File: config.mk
export PLATFORM = sky130hd
export DESIGN_NAME = phrase_composer
export DESIGN_NICKNAME = d
export VERILOG_FILES = /design/src/rtl/phrase_pkg.sv /design/src/rtl/bin2bcd_serial.sv /design/src/rtl/phrase_composer.sv
export SDC_FILE = /design/constraint.sdc
export NUM_CORES = 1
export LEC_CHECK = 0
export ABC_CLOCK_PERIOD_IN_PS = 3400
export BUFFER_PORTS_ARGS = -buffer_cell sky130_fd_sc_hd__buf_2
export CORE_MARGIN = 2
export CORE_UTILIZATION = 60
export CTS_CLUSTER_SIZE = 20
export DETAILED_ROUTE_END_ITERATION = 10
export PLACE_DENSITY_LB_ADDON = 0.25
export SLEW_MARGIN = 20
export SYNTH_ARGS = -nofsm -noshare
export SYNTH_HDL_FRONTEND = slang
export SYNTH_SLANG_ARGS = --single-unit
File: constraint.sdc
create_clock -name clock -period 3.4 [get_ports clock]
set_clock_uncertainty 0.2 [all_clocks]
set_input_delay 0.68 -clock clock [delete_from_list [all_inputs] [get_ports clock]]
set_output_delay 0.68 -clock clock [all_outputs]
set_load 0.02 [all_outputs]
File: src/rtl/phrase_pkg.sv
// Shared constants, FSM state encoding and BCD helper functions for the
// phrase composer and its serial binary-to-BCD engine.
package phrase_pkg;

  localparam logic [7:0] CH_ZERO  = 8'h30;
  localparam logic [7:0] CH_SPACE = 8'h20;
  localparam logic [7:0] CH_HASH  = 8'h23;
  localparam logic [7:0] CH_R     = 8'h52;
  localparam logic [7:0] CH_W     = 8'h57;

  typedef enum logic [1:0] {
    IDLE   = 2'd0,
    LOAD   = 2'd1,
    SHIFT  = 2'd2,
    COMMIT = 2'd3
  } state_t;

  // Nibble count needed to hold any VALUE_W-bit binary value plus one spare
  // digit: ceil(value_w*log10(2) + 1), using log10(2) ~= 0.30103.
  function automatic int bcd_nibbles(input int value_w);
    return (value_w * 30103 + 199999) / 100000;
  endfunction

  // Double-dabble correction applied to each nibble before every shift.
  function automatic logic [3:0] add3(input logic [3:0] n);
    return (n >= 4'd5) ? n + 4'd3 : n;
  endfunction

endpackage

File: src/rtl/bin2bcd_serial.sv
// Serial double-dabble converter: one binary bit enters the BCD register per
// shift. bcd_shifted is the value the BCD register takes on the next shift,
// so the caller can capture the final result on the last shift edge.
module bin2bcd_serial
  import phrase_pkg::*;
#(
  parameter int VALUE_W = 8,
  parameter int BCD_W   = 16
) (
  input  logic               clock,
  input  logic               reset_n,
  input  logic               load,
  input  logic               shift,
  input  logic [VALUE_W-1:0] value,
  output logic [BCD_W-1:0]   bcd_shifted
);

  logic [VALUE_W-1:0] bin_q;
  logic [BCD_W-1:0]   bcd_q;
  logic [BCD_W-1:0]   adj;

  // Adjust every nibble, then shift the next binary MSB into the BCD LSB.
  always_comb begin
    adj = '0;
    for (int i = 0; i < BCD_W / 4; i++) adj[4*i +: 4] = add3(bcd_q[4*i +: 4]);
    bcd_shifted = {adj[BCD_W-2:0], bin_q[VALUE_W-1]};
  end

  // Shifter and BCD accumulator.
  always_ff @(posedge clock) begin
    if (!reset_n) begin
      bin_q <= '0;
      bcd_q <= '0;
    end else if (load) begin
      bin_q <= value;
      bcd_q <= '0;
    end else if (shift) begin
      bin_q <= bin_q << 1;
      bcd_q <= bcd_shifted;
    end
  end

endmodule

File: src/rtl/phrase_composer.sv
// Composes one LCD character per display address by overlaying NUM_FIELDS
// decimal fields and an R/W flag on the template ROM character. Field values
// are snapshotted and converted serially; all digits are committed at once.
// Build option: define PHRASE_BLANK_LEADING_EN to show leading zeros as
// spaces (least-significant digit always shown).
//
// state  | meaning
// IDLE   | waiting for update
// LOAD   | load snapshot field k into the converter
// SHIFT  | VALUE_W double-dabble shifts for field k
// COMMIT | copy all scratch BCD to the displayed registers
module phrase_composer
  import phrase_pkg::*;
#(
  parameter int NUM_FIELDS = 3,
  parameter int VALUE_W    = 8,
  parameter int DIGITS     = 3,
  parameter int ADDR_W     = 5,
  parameter logic [NUM_FIELDS*ADDR_W-1:0] FIELD_POS = {5'd29, 5'd20, 5'd4},
  parameter int RW_POS     = 14
) (
  input  logic                          clock,
  input  logic                          reset_n,
  input  logic                          update,
  input  logic [NUM_FIELDS*VALUE_W-1:0] field_values,
  input  logic                          rw_in,
  input  logic [ADDR_W-1:0]             disp_addr,
  input  logic [7:0]                    template_char,
  output logic [7:0]                    char_out,
  output logic                          busy,
  output logic                          done
);

  localparam int BCD_N = bcd_nibbles(VALUE_W);
  localparam int BCD_W = 4 * BCD_N;
  localparam int KW    = (NUM_FIELDS > 1) ? $clog2(NUM_FIELDS) : 1;
  localparam int CW    = $clog2(VALUE_W + 1);

  state_t state, state_nxt;
  logic [NUM_FIELDS*VALUE_W-1:0] snap;
  logic [BCD_W-1:0] scratch   [NUM_FIELDS];
  logic [BCD_W-1:0] committed [NUM_FIELDS];
  logic [KW-1:0]    k;
  logic [CW-1:0]    cnt;
  logic             pending;
  logic             restart;
  logic             take_snap;
  logic             last_field;
  logic             eng_load;
  logic             eng_shift;
  logic [BCD_W-1:0] eng_bcd;

  assign last_field = (k == KW'(NUM_FIELDS - 1));
  // A request seen during the conversion (or at the commit edge itself)
  // chains straight into a fresh conversion without passing through IDLE.
  assign restart    = (state == COMMIT) && (pending || update);

  bin2bcd_serial #(
    .VALUE_W (VALUE_W),
    .BCD_W   (BCD_W)
  ) u_bcd (
    .clock       (clock),
    .reset_n     (reset_n),
    .load        (eng_load),
    .shift       (eng_shift),
    .value       (snap[int'(k)*VALUE_W +: VALUE_W]),
    .bcd_shifted (eng_bcd)
  );

  // State register.
  always_ff @(posedge clock) begin
    if (!reset_n) state <= IDLE;
    else          state <= state_nxt;
  end

  // Next-state logic.
  always_comb begin
    state_nxt = state;
    case (state)
      IDLE:    if (update) state_nxt = LOAD;
      LOAD:    state_nxt = SHIFT;
      SHIFT:   if (cnt == '0) state_nxt = last_field ? COMMIT : LOAD;
      COMMIT:  state_nxt = restart ? LOAD : IDLE;
      default: state_nxt = IDLE;
    endcase
  end

  // FSM-decoded controls.
  always_comb begin
    busy      = (state != IDLE);
    eng_load  = (state == LOAD);
    eng_shift = (state == SHIFT);
    take_snap = ((state == IDLE) && update) || restart;
  end

  // Snapshot, field index, shift down-counter, scratch/committed BCD, done.
  always_ff @(posedge clock) begin
    if (!reset_n) begin
      snap    <= '0;
      k       <= '0;
      cnt     <= '0;
      pending <= 1'b0;
      done    <= 1'b0;
      for (int f = 0; f < NUM_FIELDS; f++) begin
        scratch[f]   <= '0;
        committed[f] <= '0;
      end
    end else begin
      done <= (state == COMMIT);
      if (take_snap) begin
        snap <= field_values;
        k    <= '0;
      end
      if (state == COMMIT)       pending <= 1'b0;
      else if (busy && update)   pending <= 1'b1;
      if (state == LOAD) cnt <= CW'(VALUE_W - 1);
      if (state == SHIFT) begin
        cnt <= cnt - 1'b1;
        if (cnt == '0) begin
          scratch[k] <= eng_bcd;
          if (!last_field) k <= k + 1'b1;
        end
      end
      if (state == COMMIT) begin
        for (int f = 0; f < NUM_FIELDS; f++) committed[f] <= scratch[f];
      end
    end
  end

  logic [7:0]  ch_nxt;
  logic        hit;
  logic        ovf;
  logic [31:0] off;
  int          nib;
  logic [3:0]  digit;
`ifdef PHRASE_BLANK_LEADING_EN
  logic        lead_nz;
`endif

  // Character select: R/W flag, then lowest-index matching field, else template.
  always_comb begin
    ch_nxt = template_char;
    hit    = 1'b0;
    ovf    = 1'b0;
    off    = '0;
    nib    = 0;
    digit  = '0;
`ifdef PHRASE_BLANK_LEADING_EN
    lead_nz = 1'b0;
`endif
    if (disp_addr == ADDR_W'(RW_POS)) begin
      ch_nxt = rw_in ? CH_W : CH_R;
    end else begin
      for (int f = 0; f < NUM_FIELDS; f++) begin
        off = 32'(disp_addr) - 32'(FIELD_POS[f*ADDR_W +: ADDR_W]);
        if (!hit && (off < 32'(DIGITS))) begin
          hit = 1'b1;
          nib = DIGITS - 1 - int'(off);
          ovf = 1'b0;
          for (int n = DIGITS; n < BCD_N; n++) ovf = ovf | (committed[f][4*n +: 4] != 4'd0);
          digit = committed[f][4*nib +: 4];
`ifdef PHRASE_BLANK_LEADING_EN
          lead_nz = 1'b0;
          for (int n = 0; n < DIGITS; n++) begin
            if ((n >= nib) && (committed[f][4*n +: 4] != 4'd0)) lead_nz = 1'b1;
          end
          if (ovf)                          ch_nxt = CH_HASH;
          else if ((nib != 0) && !lead_nz)  ch_nxt = CH_SPACE;
          else                              ch_nxt = CH_ZERO + {4'd0, digit};
`else
          if (ovf) ch_nxt = CH_HASH;
          else     ch_nxt = CH_ZERO + {4'd0, digit};
`endif
        end
      end
    end
  end

  // Registered character output.
  always_ff @(posedge clock) begin
    if (!reset_n) char_out <= CH_SPACE;
    else          char_out <= ch_nxt;
  end

endmodule
== Yosys cells after proc, flatten, opt, wreduce, memory -nomap -nowiden ==
Memory sizes are Yosys's and may differ from the RTL's.
Cells that the tools add are included.
Widths: inputs -> output; s select.

* Flip-flop bits (word level): 66
* RAM bits: 96
* Input bits: 41
* Output and inout bits: 10
* Logic and storage cells: 111
* Memories kept: 2

* Add/subtract/negate cells: 15
* $lt $le $gt $ge: 7
* Eq/ne operators: 7
* Shift operators: 4
* Muxes and demuxes: 43
* Bitwise logic cells: 4
* Reductions and logical operators: 20

{| class="wikitable"
|+ Memories
! name !! depth !! width !! read ports !! clocked after memory_dff !! write ports !! line !! source
|-
| committed || 3 || 16 || 3 || 0 || 3 || phrase_composer.sv:42 || <nowiki>logic [BCD_W-1:0] committed [NUM_FIELDS];</nowiki>
|-
| scratch || 3 || 16 || 3 || 0 || 3 || phrase_composer.sv:41 || <nowiki>logic [BCD_W-1:0] scratch [NUM_FIELDS];</nowiki>
|}

{| class="wikitable"
|+ Operators with widths
! operator !! number
|-
| $lt 32x2->1 const B || 3
|-
| $mux 16 || 4
|-
| $mux 8 || 6
|-
| $shiftx 16x9->4 || 3
|-
| $shiftx 24x6->8 || 1
|-
| $add 6x4->7 const A || 3
|-
| $mux 7 || 3
|-
| $sub 3x6->7 const A || 3
|-
| $mux 4 || 5
|-
| $ge 4x3->1 const B || 4
|-
| $mux 2 || 8
|-
| $reduce_or 16->1 || 1
|-
| $mux 1 || 14
|-
| $add 4x2->4 const B || 3
|-
| $reduce_bool 4->1 || 3
|-
| $sub 5x5->6 const B || 2
|-
| $pmux 2 s4 || 1
|-
| $eq 2x2->1 const B || 3
|-
| $mux 3 || 2
|-
| $sub 5x3->6 const B || 1
|-
| $eq 5x4->1 const B || 1
|-
| $logic_and 1x1->1 || 5
|-
| $logic_not 4->1 || 1
|-
| $reduce_bool 2->1 || 2
|-
| other kinds (13) || 18
|}

== Logic depth before layout (Yosys ltp) ==
Gate-level depths: netlist of the first run.

* Depth after elaboration: 12
* Mapped depth: 10
* Mapped depth without buffers: 8

== Cells and area by module ==
From an unflattened synthesis of the first run, not the netlist that was laid out.

* Cells, all modules: 701
* Area total of the unflattened synthesis: 7678.6 um^2

{| class="wikitable"
|+ Modules (own cells, without submodules)
! module !! instances !! cells an instance !! area each (um^2) !! seq. area each (um^2)
|-
| phrase_composer || 1 || 525 || 6241.0 || 3723.6
|-
| bin2bcd_serial || 1 || 176 || 1437.6 || 480.5
|}

== Worst setup path after synthesis of the first run ==
No wires, ideal clock.

* Path type: register to register
* From: register state[1]
* To: memory committed[0][0] (enable)
* Library setup time: 0.414 ns
* Arrival time: 2.228 ns
* Required time: 2.786 ns
* Path slack: 0.558 ns
* Stages on the path, launching flop included: 5
* Buffers on the path: 2
* Clock period less this slack: 2.842 ns
* Path through: dfxtp_1 ha_1 clkbuf_1 clkbuf_1 nand2b_1

{| class="wikitable"
|+ RTL lines
! what !! line !! source
|-
| start: declaration || phrase_composer.sv:39 || <nowiki>state_t state, state_nxt;</nowiki>
|-
| start signal: assignment || phrase_composer.sv:73 || <nowiki>else state <= state_nxt;</nowiki>
|-
| end: declaration || phrase_composer.sv:42 ||
|}

== Worst setup path after layout of the first run ==
* From: input port disp_addr[1]
* To: register char_out[2]

* Word-level cells in the longest chain between the ends: 12
* Elaborated cells on any way between the ends: 31
* Those cells by class: 9 x add/sub; 3 x order compare; 1 x eq/ne; 3 x shift; 11 x mux; 4 x reduce/logical

{| class="wikitable"
|+ Ends and longest elaborated chain
! what !! line !! source
|-
| start: declaration || phrase_composer.sv:27 || <nowiki>input logic [ADDR_W-1:0] disp_addr,</nowiki>
|-
| branches (longest 11 deep; another with $sub 3x6->7) || -- ||
|-
| $mux 8 (*) || phrase_composer.sv:151 || <nowiki>if (disp_addr == ADDR_W'(RW_POS)) begin</nowiki>
|-
| end signal: assignment || phrase_composer.sv:182 || <nowiki>else char_out <= ch_nxt;</nowiki>
|-
| end: declaration || phrase_composer.sv:29 || <nowiki>output logic [7:0] char_out,</nowiki>
|}

Mark *: on every way between the ends. The select of a mux whose other input is x is not followed.
A chain may end at the register's enable or synchronous reset.

==> flow_summary_export.csv, run 1 <==
group,metric,value,unit
run_status,outcome,"finished, final reports clean",
hold_path,worstHoldStart,"snap[7]$_SDFFE_PN0P_",
layout,mostFrequentLayoutCell,"edfxtp_1",
power_and_ir_drop,p_switching,1.45,mW
yosys,synth_warnings,0,
placement,place_congestion,0.854,
power_and_ir_drop,pwr-share-comb,19.0,%
grt,grt_pass1_wl,24.1,mm
setup_path,cp_max_fo,9,
layout,diodes,0,
yosys,async_flop_share,0,%
routing,ant_nets,0,
clock_tree,path_clk_slew,60,ps
hold_path,hold_path_class,"register to register",
layout,synthToLayoutAreaGrowth,12.5,%
power_and_ir_drop,leakagePower,3.14,nW
power_and_ir_drop,powerDensity,633,mW/mm2
layout,final_area,0.00821,mm2
clock_tree,cts-htree-levels,4,
yosys,ys_seq_area_share,57.6,%
placement,dp_hpwl,10.9,mm
clock_tree,cts_made_buffers,17,
layout,nFillCells,877,
sta,fin_tns_setup,0,ps
clock_tree,cts_buffer_depth,2,
power_and_ir_drop,vdd_drop_max,0.000667,V
die,ios,51,
clock_tree,cts.sinks,162,
clock_tree,root_buffer,"clkbuf_16",
setup_path,rrSetupSlack,820,ps
setup_path,r2r-start,"state[0]$_SDFFE_PN0P_",
setup_path,required,3500,ps
grt,antenna_found_initial,0,
die,chipHeight,114,um
layout,post-route-util,68.6,%
layout,area.sequential,0.00420,mm2
routing,drc,0,
placement,portBuffers,50,
yosys,syn_area_per_cell,10.9,um2
sta,worst_slew_pin_slew,852,ps
layout,nNetsFinal,777,
clock_tree,hold_buffers,0,
layout,layout-drive-gt1-share,15.8,%
routing,drt-pass1-iter-count,5,
routing,viasPerCell,5.88,
yosys,synthesis.nets,734,
grt,groute.usage.overall,24.5,%
routing,initialDrtViolationCount,373,
clock_tree,postCtsResizedCells,0,
clock_tree,cts_tree,"yes",
power_and_ir_drop,seq_power_share,47.0,%
setup_path,arrival,2760,ps
sta,setup_viol,0,
die,start_util,61.0,%
setup_path,start_kind,"input port",
setup_path,crit_type,"input port to register",
die,core-area,0.0120,mm2
clock_tree,postCtsSetupBuffers,0,
yosys,synthCells,672,
clock_tree,clkLatencyLatePin,430,ps
layout,multi_input_area,0.00281,mm2
grt,grt_pass1_vias,4825,
die,row_count,40,
grt,grt_max_degree,55,
sta,timing.fmax,0.375,GHz
grt,globalRoute.totalOverflow,0,
placement,place_area,0.00766,mm2
setup_path,cp-end-kind,"register",
sta,min_period,2660,ps
hold_path,holdPathEnd,"snap[7]$_SDFFE_PN0P_",
yosys,ys_ff_latch,162,
yosys,synth_area,0.00730,mm2
setup_path,timing.rr.end,"scratch[2][0]$_SDFFCE_PN0P_",
setup_path,reg2regPathDepth,8,
layout,final_cell_mix,"edfxtp_1 (96), nor2_1 (81), nand2_1 (68), dfxtp_1 (66), a21oi_1 (64)",
routing,wire_per_inst,17.4,um
routing,vias,5145,
power_and_ir_drop,clkPwrFrac,34.0,%
sta,hold_viol,0,
run,drv_cap,0,
power_and_ir_drop,p_int,3.75,mW
routing,wirelength,15.2,mm
sta,relSlewSlack,43.2,%
yosys,ys.flop_type,"edfxtp_1",
die,dieArea,0.0131,mm2
yosys,synth_edf_count,96,
hold_path,holdPathStages,2,
power_and_ir_drop,p_sw_share,27.9,%
sta,finalMaxSlewViolations,0,
sta,rsz0062_at_grt,"no",
yosys,synth.distinct_cells,61,
sta,period_share,78.3,%
sta,hold_slack,256,ps
die,die_x,114,um
-- through the flow --
step	worst slack (ps)	instances	power [mW]
global placement	397	843	3.41
detailed placement	347	843	3.46
finish	736	875	5.20
floorplan	558	672	3.19
CTS	783	875	5.21
global route	648	875	5.43
-- synth_stat cells, drive strengths merged, types with 3 or more instances --
| cell type | n | share of area, % |
|---|---|---|
| buf | 9 | 0.87 |
| nor2 | 81 | 4.2 |
| and3 | 48 | 4.1 |
| o21ai | 27 | 1.9 |
| nand2 | 68 | 3.5 |
| inv | 25 | 1.3 |
| mux4 | 12 | 3.8 |
| nor3b | 8 | 0.82 |
| dfxtp | 66 | 18 |
| and2 | 3 | 0.26 |
| edfxtp | 96 | 40 |
| o211ai | 14 | 1.4 |
| xnor2 | 5 | 0.60 |
| a21o | 3 | 0.31 |
| nand2b | 17 | 1.5 |
| nor3 | 3 | 0.21 |
| mux2i | 9 | 1.2 |
| a211oi | 5 | 0.51 |
| a21oi | 64 | 4.4 |
| ha | 21 | 3.6 |
| mux2 | 4 | 0.62 |
| nand3 | 14 | 0.96 |
| clkbuf | 33 | 1.7 |
| a31oi | 5 | 0.43 |
-- state kept, by name (all words and copies together) (netlist names) --
signal / flops
snap: 24
scratch: 48
state: 2
u_bcd.bcd_q: 16
char_out: 8
committed: 48
k: 2
done: 1
pending: 1
u_bcd.bin_q: 8
cnt: 4
-- routing by layer --
layer / vias up / global-route usage, % / share of wire (%)
met5: - / 0 / 0
met1: 2443 / 31.3 / 43
met4: 0 / 12.4 / 3.5
met2: 166 / 39.6 / 49
li1: 2495 / - / -
met3: 41 / 5.66 / 4.6
-- critical path, stage by stage --
cell and delay, ps:
buf_2 160, inv_1 130, ha_1 570, mux4_2 570, a22oi_2 200, a2bb2oi_1 320, o311ai_2 130
-- power by group through the flow --
stage	Sequential [mW]	Combinational, mW	Clock (mW)
final	2.45	0.985	1.77
after global routing	2.47	1.10	1.86
after CTS	2.44	0.986	1.78
after detailed placement	2.48	0.981	0
after global placement	2.47	0.943	0
after floorplan	2.44	0.748	0
-- cell type report --
type,count,share of cell area [%]
Clock inverter,5,0.625
Inverter,25,1.14
Multi-Input combinational cell,443,34.2
Clock buffer,27,6.02
Tap cell,147,2.24
Timing Repair Buffer,66,4.51
Sequential cell,162,51.2
-- worst max-delay path by stage --
stage	startpoint	endpoint	slack [ps]	depth (start not counted)
finish	disp_addr[1]	char_out[2]$_SDFF_PN0_	740	7
floorplan	state[1]$_SDFFE_PN0P_	committed[0][0]$_SDFFCE_PN0P_	560	4
global placement	disp_addr[1]	char_out[2]$_SDFF_PN0_	400	7
global route	disp_addr[1]	char_out[2]$_SDFF_PN0_	650	7
detailed placement	disp_addr[1]	char_out[1]$_SDFF_PN0_	350	8
CTS	disp_addr[1]	char_out[1]$_SDFF_PN0_	780	8
-- logic make-up after synthesis --
kind of cell	after synthesis	share of synthesized area (%)
buffers and inverters	67	3.88
muxes	25	5.61
adders and majority gates	21	3.60
xor gates and xnor gates	5	0.600
AOI/OAI and AO/OA	133	11.2
DFF	162	57.6
and+or+nand+nor	259	17.5
Power figures use the tool's default switching activity.
==> run 2, diff against run 1 <==
--- a/config.mk
+++ b/config.mk
@@ -5,7 +5,7 @@
 export SDC_FILE = /design/constraint.sdc
 export NUM_CORES = 1
 export LEC_CHECK = 0
-export ABC_CLOCK_PERIOD_IN_PS = 3400
+export ABC_CLOCK_PERIOD_IN_PS = 2500
 export BUFFER_PORTS_ARGS = -buffer_cell sky130_fd_sc_hd__buf_2
 export CORE_MARGIN = 2
 export CORE_UTILIZATION = 60
==> constraint.sdc (replaced) <==
create_clock -name clock -period 2.5 [get_ports clock]
set_clock_uncertainty 0.2 [all_clocks]
set_input_delay 0.5 -clock clock [delete_from_list [all_inputs] [get_ports clock]]
set_output_delay 0.5 -clock clock [all_outputs]
set_load 0.02 [all_outputs]
==> run 2 against run 1 <==
Net effect: sequential share of layout area shrank 1.0 points; core utilization is 1.4 points higher; flip-flop and latch count unchanged; die area stayed put; via count up 3.1%; register-to-register slack worse by 620 ps; final cell count grew 1.5%; critical path depth is 3 lower; power grew 41%; critical endpoint is now scratch[1][5]$_SDFFCE_PN0P_; largest cell class unchanged; highest routed layer unchanged.
==> flow_summary_export.csv, run 2 (synthesized netlist as in run 1, its figures left out) <==
group,metric,value,unit
die,dieArea,0.0131,mm2
routing,wire_per_inst,17.7,um
sta,setup_viol,0,
setup_path,reg2regPathDepth,4,
routing,ant_nets,0,
grt,grt_pass1_vias,5012,
clock_tree,clkLatencyLatePin,420,ps
die,die_x,114,um
routing,initialDrtViolationCount,478,
clock_tree,cts.sinks,162,
routing,vias,5307,
die,ios,51,
grt,globalRoute.totalOverflow,0,
clock_tree,cts_buffer_depth,2,
power_and_ir_drop,vdd_drop_max,0.000745,V
sta,relSlewSlack,50.8,%
hold_path,holdPathStages,3,
run_status,outcome,"finished, final reports clean",
layout,synthToLayoutAreaGrowth,14.8,%
placement,place_congestion,0.893,
clock_tree,hold_buffers,0,
sta,worst_slew_pin_slew,737,ps
setup_path,required,2410,ps
layout,nNetsFinal,790,
sta,min_period,2300,ps
clock_tree,postCtsResizedCells,0,
grt,antenna_found_initial,0,
grt,grt_pass1_wl,25.1,mm
grt,grt_max_degree,59,
routing,drc,0,
power_and_ir_drop,powerDensity,872,mW/mm2
placement,place_area,0.00779,mm2
die,start_util,61.0,%
clock_tree,cts_made_buffers,17,
routing,wirelength,15.8,mm
run,drv_cap,0,
sta,finalMaxSlewViolations,0,
die,core-area,0.0120,mm2
routing,drt-pass1-iter-count,5,
layout,final_cell_mix,"edfxtp_1 (96), nor2_1 (81), nand2_1 (67), dfxtp_1 (66), a21oi_1 (64)",
layout,top_regs,"committed (48), scratch (48), snap (24)",
sta,hold_viol,0,
clock_tree,cts-htree-levels,4,
layout,layout-drive-gt1-share,18.1,%
clock_tree,path_clk_slew,60,ps
sta,timing.fmax,0.435,GHz
clock_tree,root_buffer,"clkbuf_16",
clock_tree,cts_tree,"yes",
die,chipHeight,114,um
layout,diodes,0,
power_and_ir_drop,leakagePower,3.22,nW
placement,portBuffers,50,
sta,fin_tns_setup,0,ps
layout,final_area,0.00838,mm2
placement,dp_hpwl,10.8,mm
setup_path,cp_max_fo,16,
layout,mostFrequentLayoutCell,"edfxtp_1",
hold_path,hold_path_class,"input port to register",
setup_path,crit_type,"register to register",
sta,rsz0062_at_grt,"no",
die,row_count,40,
routing,viasPerCell,5.98,
setup_path,cp-end-kind,"register",
setup_path,start_kind,"register",
setup_path,arrival,2210,ps
sta,period_share,92.0,%
grt,groute.usage.overall,25.4,%
clock_tree,postCtsSetupBuffers,0,
run 2: cell count changes in the layout (fill, tap and decap cells not counted):
cell	previous run	this run
bufinv_16	1	3
buf_4	16	27
clkbuf_16	18	17
buf_12	0	2
clkinvlp_4	1	3
clkbuf_1	8	4
nand2_1	68	67
inv_1	24	23
clkinv_4	0	1
inv_2	1	2
nand2_2	0	1
run 2: path summary, 6_finish.rpt:
path              slack, ps                  from                          end
setup / recovery        200       k[0]$_SDFF_PN0_  scratch[1][5]$_SDFFCE_PN0P_
hold / removal          110       field_values[1]         snap[1]$_SDFFE_PN0P_
setup reg to reg        200       k[0]$_SDFF_PN0_  scratch[1][5]$_SDFFCE_PN0P_
hold reg to reg         250  snap[5]$_SDFFE_PN0P_         snap[5]$_SDFFE_PN0P_
run 2: through the flow:
| step | util, % | power (mW) | instances | worst slack, ps | hold slack, ps |
|---|---|---|---|---|---|
| final | 70.0 | 7.31 | 888 | 200 | 111 |
| after global routing | 70.0 | 7.61 | 888 | 40.2 | 99.8 |
| after CTS | 70.0 | 7.30 | 888 | 250 | 98.8 |
| after detailed placement | 65.1 | 4.74 | 856 | -118 | 248 |
| after global placement | 65.1 | 4.66 | 856 | -45.0 | 244 |
| after floorplan | - | 4.34 | 672 | -38.1 | 236 |
run 2: layout make-up:
type	instances	area (um2)
fillers	858	3580
flip-flops and latches	162	4200
well taps	147	184
clock buffers	22	454
inverters	25	93.8
multi-input cells	443	2810
clock inverters	10	135
repair buffers	79	493
run 2: worst max-delay path, cell delays in order (launching register included):
cell and delay, ps:
dfxtp_1 600, nor2b_1 580, nand3_1 250, nand2_1 120, buf_4 240
run 2: routing by layer:
metal	up-vias	share of wire, %	track usage, %
met2	198	48	39.7
met5	-	0	0
met3	34	5.8	6.46
met4	0	3.1	12.0
met1	2556	43	33.5
li1	2519	-	-
run 2: report_power, final:
part           leakage [nW]  switching [mW]  internal (mW)  total (mW)
registers              1.53           0.178           3.15        3.32
clock network         0.278            1.00           1.59        2.59
logic                  1.41           0.866          0.527        1.39
total                  3.22            2.04           5.26        7.31
==> run 3, diff against run 2 <==
--- a/config.mk
+++ b/config.mk
@@ -7,7 +7,7 @@
 export LEC_CHECK = 0
 export ABC_CLOCK_PERIOD_IN_PS = 2500
 export BUFFER_PORTS_ARGS = -buffer_cell sky130_fd_sc_hd__buf_2
-export CORE_MARGIN = 2
+export CORE_MARGIN = 5
 export CORE_UTILIZATION = 60
 export CTS_CLUSTER_SIZE = 20
 export DETAILED_ROUTE_END_ITERATION = 10
==> run 3 against run 2 <==
Net effect: worst hold slack improved by 4.1 ps; die area is 11% higher; power is 1.1% lower; clock power down 2%; register-to-register slack worse by 20 ps; global-route usage is 3.5 points lower; highest routed layer unchanged.
==> flow_summary_export.csv, run 3 (synthesized netlist as in run 1, its figures left out) <==
group,metric,value,unit
die,core-area,0.0120,mm2
setup_path,required,2410,ps
run,drv_cap,0,
setup_path,critPathBufInv,1,
placement,portBuffers,50,
layout,layout-drive-gt1-share,18.1,%
placement,place_congestion,0.932,
layout,synthToLayoutAreaGrowth,14.7,%
routing,drt-pass1-iter-count,5,
routing,ant_nets,0,
sta,min_period,2320,ps
layout,post-route-util,70.0,%
die,start_util,61.0,%
grt,antenna_found_initial,0,
die,dieArea,0.0145,mm2
sta,relSlewSlack,55.6,%
clock_tree,cts_made_buffers,17,
grt,grt_pass1_vias,4992,
routing,viasPerCell,5.82,
power_and_ir_drop,powerDensity,864,mW/mm2
clock_tree,root_buffer,"clkbuf_16",
setup_path,arrival,2230,ps
sta,timing.fmax,0.431,GHz
placement,dp_hpwl,10.7,mm
grt,groute.usage.overall,21.9,%
die,row_count,40,
sta,rsz0062_at_grt,"no",
setup_path,r2r-start,"k[0]$_SDFF_PN0_",
layout,mostFrequentLayoutCell,"edfxtp_1",
routing,wirelength,15.0,mm
layout,nFillCells,858,
layout,final_area,0.00837,mm2
routing,wire_per_inst,16.9,um
sta,finalMaxSlewViolations,0,
clock_tree,cts_buffer_depth,2,
setup_path,cp_max_fo,16,
layout,nNetsFinal,790,
clock_tree,hold_buffers,0,
sta,setup_viol,0,
routing,vias,5164,
power_and_ir_drop,leakagePower,3.22,nW
layout,diodes,0,
setup_path,start_kind,"register",
grt,grt_max_degree,47,
setup_path,worstSetupStartpoint,"k[0]$_SDFF_PN0_",
layout,final_cell_mix,"edfxtp_1 (96), nor2_1 (81), nand2_1 (67), dfxtp_1 (66), a21oi_1 (64)",
sta,hold_viol,0,
hold_path,hold_path_class,"input port to register",
hold_path,worstHoldStart,"field_values[1]",
die,chipHeight,120,um
placement,place_area,0.00779,mm2
setup_path,cp_top_family,"simple AND/OR/NAND/NOR gates",
clock_tree,clkLatencyLatePin,420,ps
run_status,outcome,"finished, final reports clean",
setup_path,cp-end-kind,"register",
clock_tree,cts-htree-levels,4,
clock_tree,cts.sinks,162,
clock_tree,path_clk_slew,60,ps
sta,period_share,92.9,%
clock_tree,postCtsResizedCells,0,
setup_path,cp_cell_sequence,"nor2b_1, nand3_1, nand2_1, buf_4",
grt,grt_pass1_wl,24.8,mm
power_and_ir_drop,vdd_drop_max,0.000902,V
routing,initialDrtViolationCount,443,
die,die_x,120,um
sta,worst_slew_pin_slew,666,ps
power_and_ir_drop,power,7.23,mW
grt,globalRoute.totalOverflow,0,
setup_path,slowest_stage,"dfxtp_1",
die,ios,51,
clock_tree,postCtsSetupBuffers,0,
layout,top_regs,"committed (48), scratch (48), snap (24)",
clock_tree,cts_tree,"yes",
routing,drc,0,
setup_path,slowest_delay,610,ps
setup_path,crit_type,"register to register",
## run 3: cell count changes in the layout (fill, tap and decap cells not counted)
cell	previous run	this run
clkbuf_8	1	0
clkinv_2	2	3
clkinvlp_4	3	2
inv_4	0	1
## run 3: path summary, 6_finish.rpt
path / endpoint / slack, ps / cells past startpoint
worst min-delay path: snap[1]$_SDFFE_PN0P_ / 120 / 3
worst max-delay path: scratch[1][13]$_SDFFCE_PN0P_ / 180 / 4
worst min register to register: snap[16]$_SDFFE_PN0P_ / 250 / 2
worst max register to register: scratch[1][13]$_SDFFCE_PN0P_ / 180 / 4
## run 3: cell type report
| class | instances | area, um2 | share of cell area, % |
|---|---|---|---|
| Clock inverter | 11 | 139 | 1.66 |
| Inverter | 25 | 93.8 | 1.12 |
| Clock buffer | 21 | 440 | 5.26 |
| Multi-Input combinational cell | 443 | 2810 | 33.6 |
| Timing Repair Buffer | 79 | 493 | 5.89 |
| Sequential cell | 162 | 4200 | 50.2 |
| Tap cell | 147 | 184 | 2.20 |
## run 3: report_power, final
part           internal, mW  switching [mW]  leakage, nW
registers              3.14           0.173         1.53
logic                 0.524           0.847         1.41
clock network          1.56           0.977        0.279
## run 3: routing by layer
| metal | wire length [um] | share of wire, % | track usage, % |
|---|---|---|---|
| met2 | 7390 | 49 | 35.5 |
| met4 | 278 | 1.9 | 7.65 |
| met5 | 0 | 0 | 0 |
| met3 | 701 | 4.7 | 4.91 |
| met1 | 6610 | 44 | 29.4 |
## run 3: worst min-delay path, stage by stage
cell and delay [ps]:
buf_2 90, nand2_1 40, a21oi_1 50
## run 3: metrics by stage
stage	hold WS [ps]	instances	setup WS, ps	setup TNS (ps)
4_1_cts	99.4	888	215	0
3_5_place_dp	246	856	-114	-326
6_report	115	888	178	0
2_1_floorplan	236	672	-38.1	-1220
3_3_place_gp	243	856	-62.2	-153
5_1_grt	107	888	3.39	0
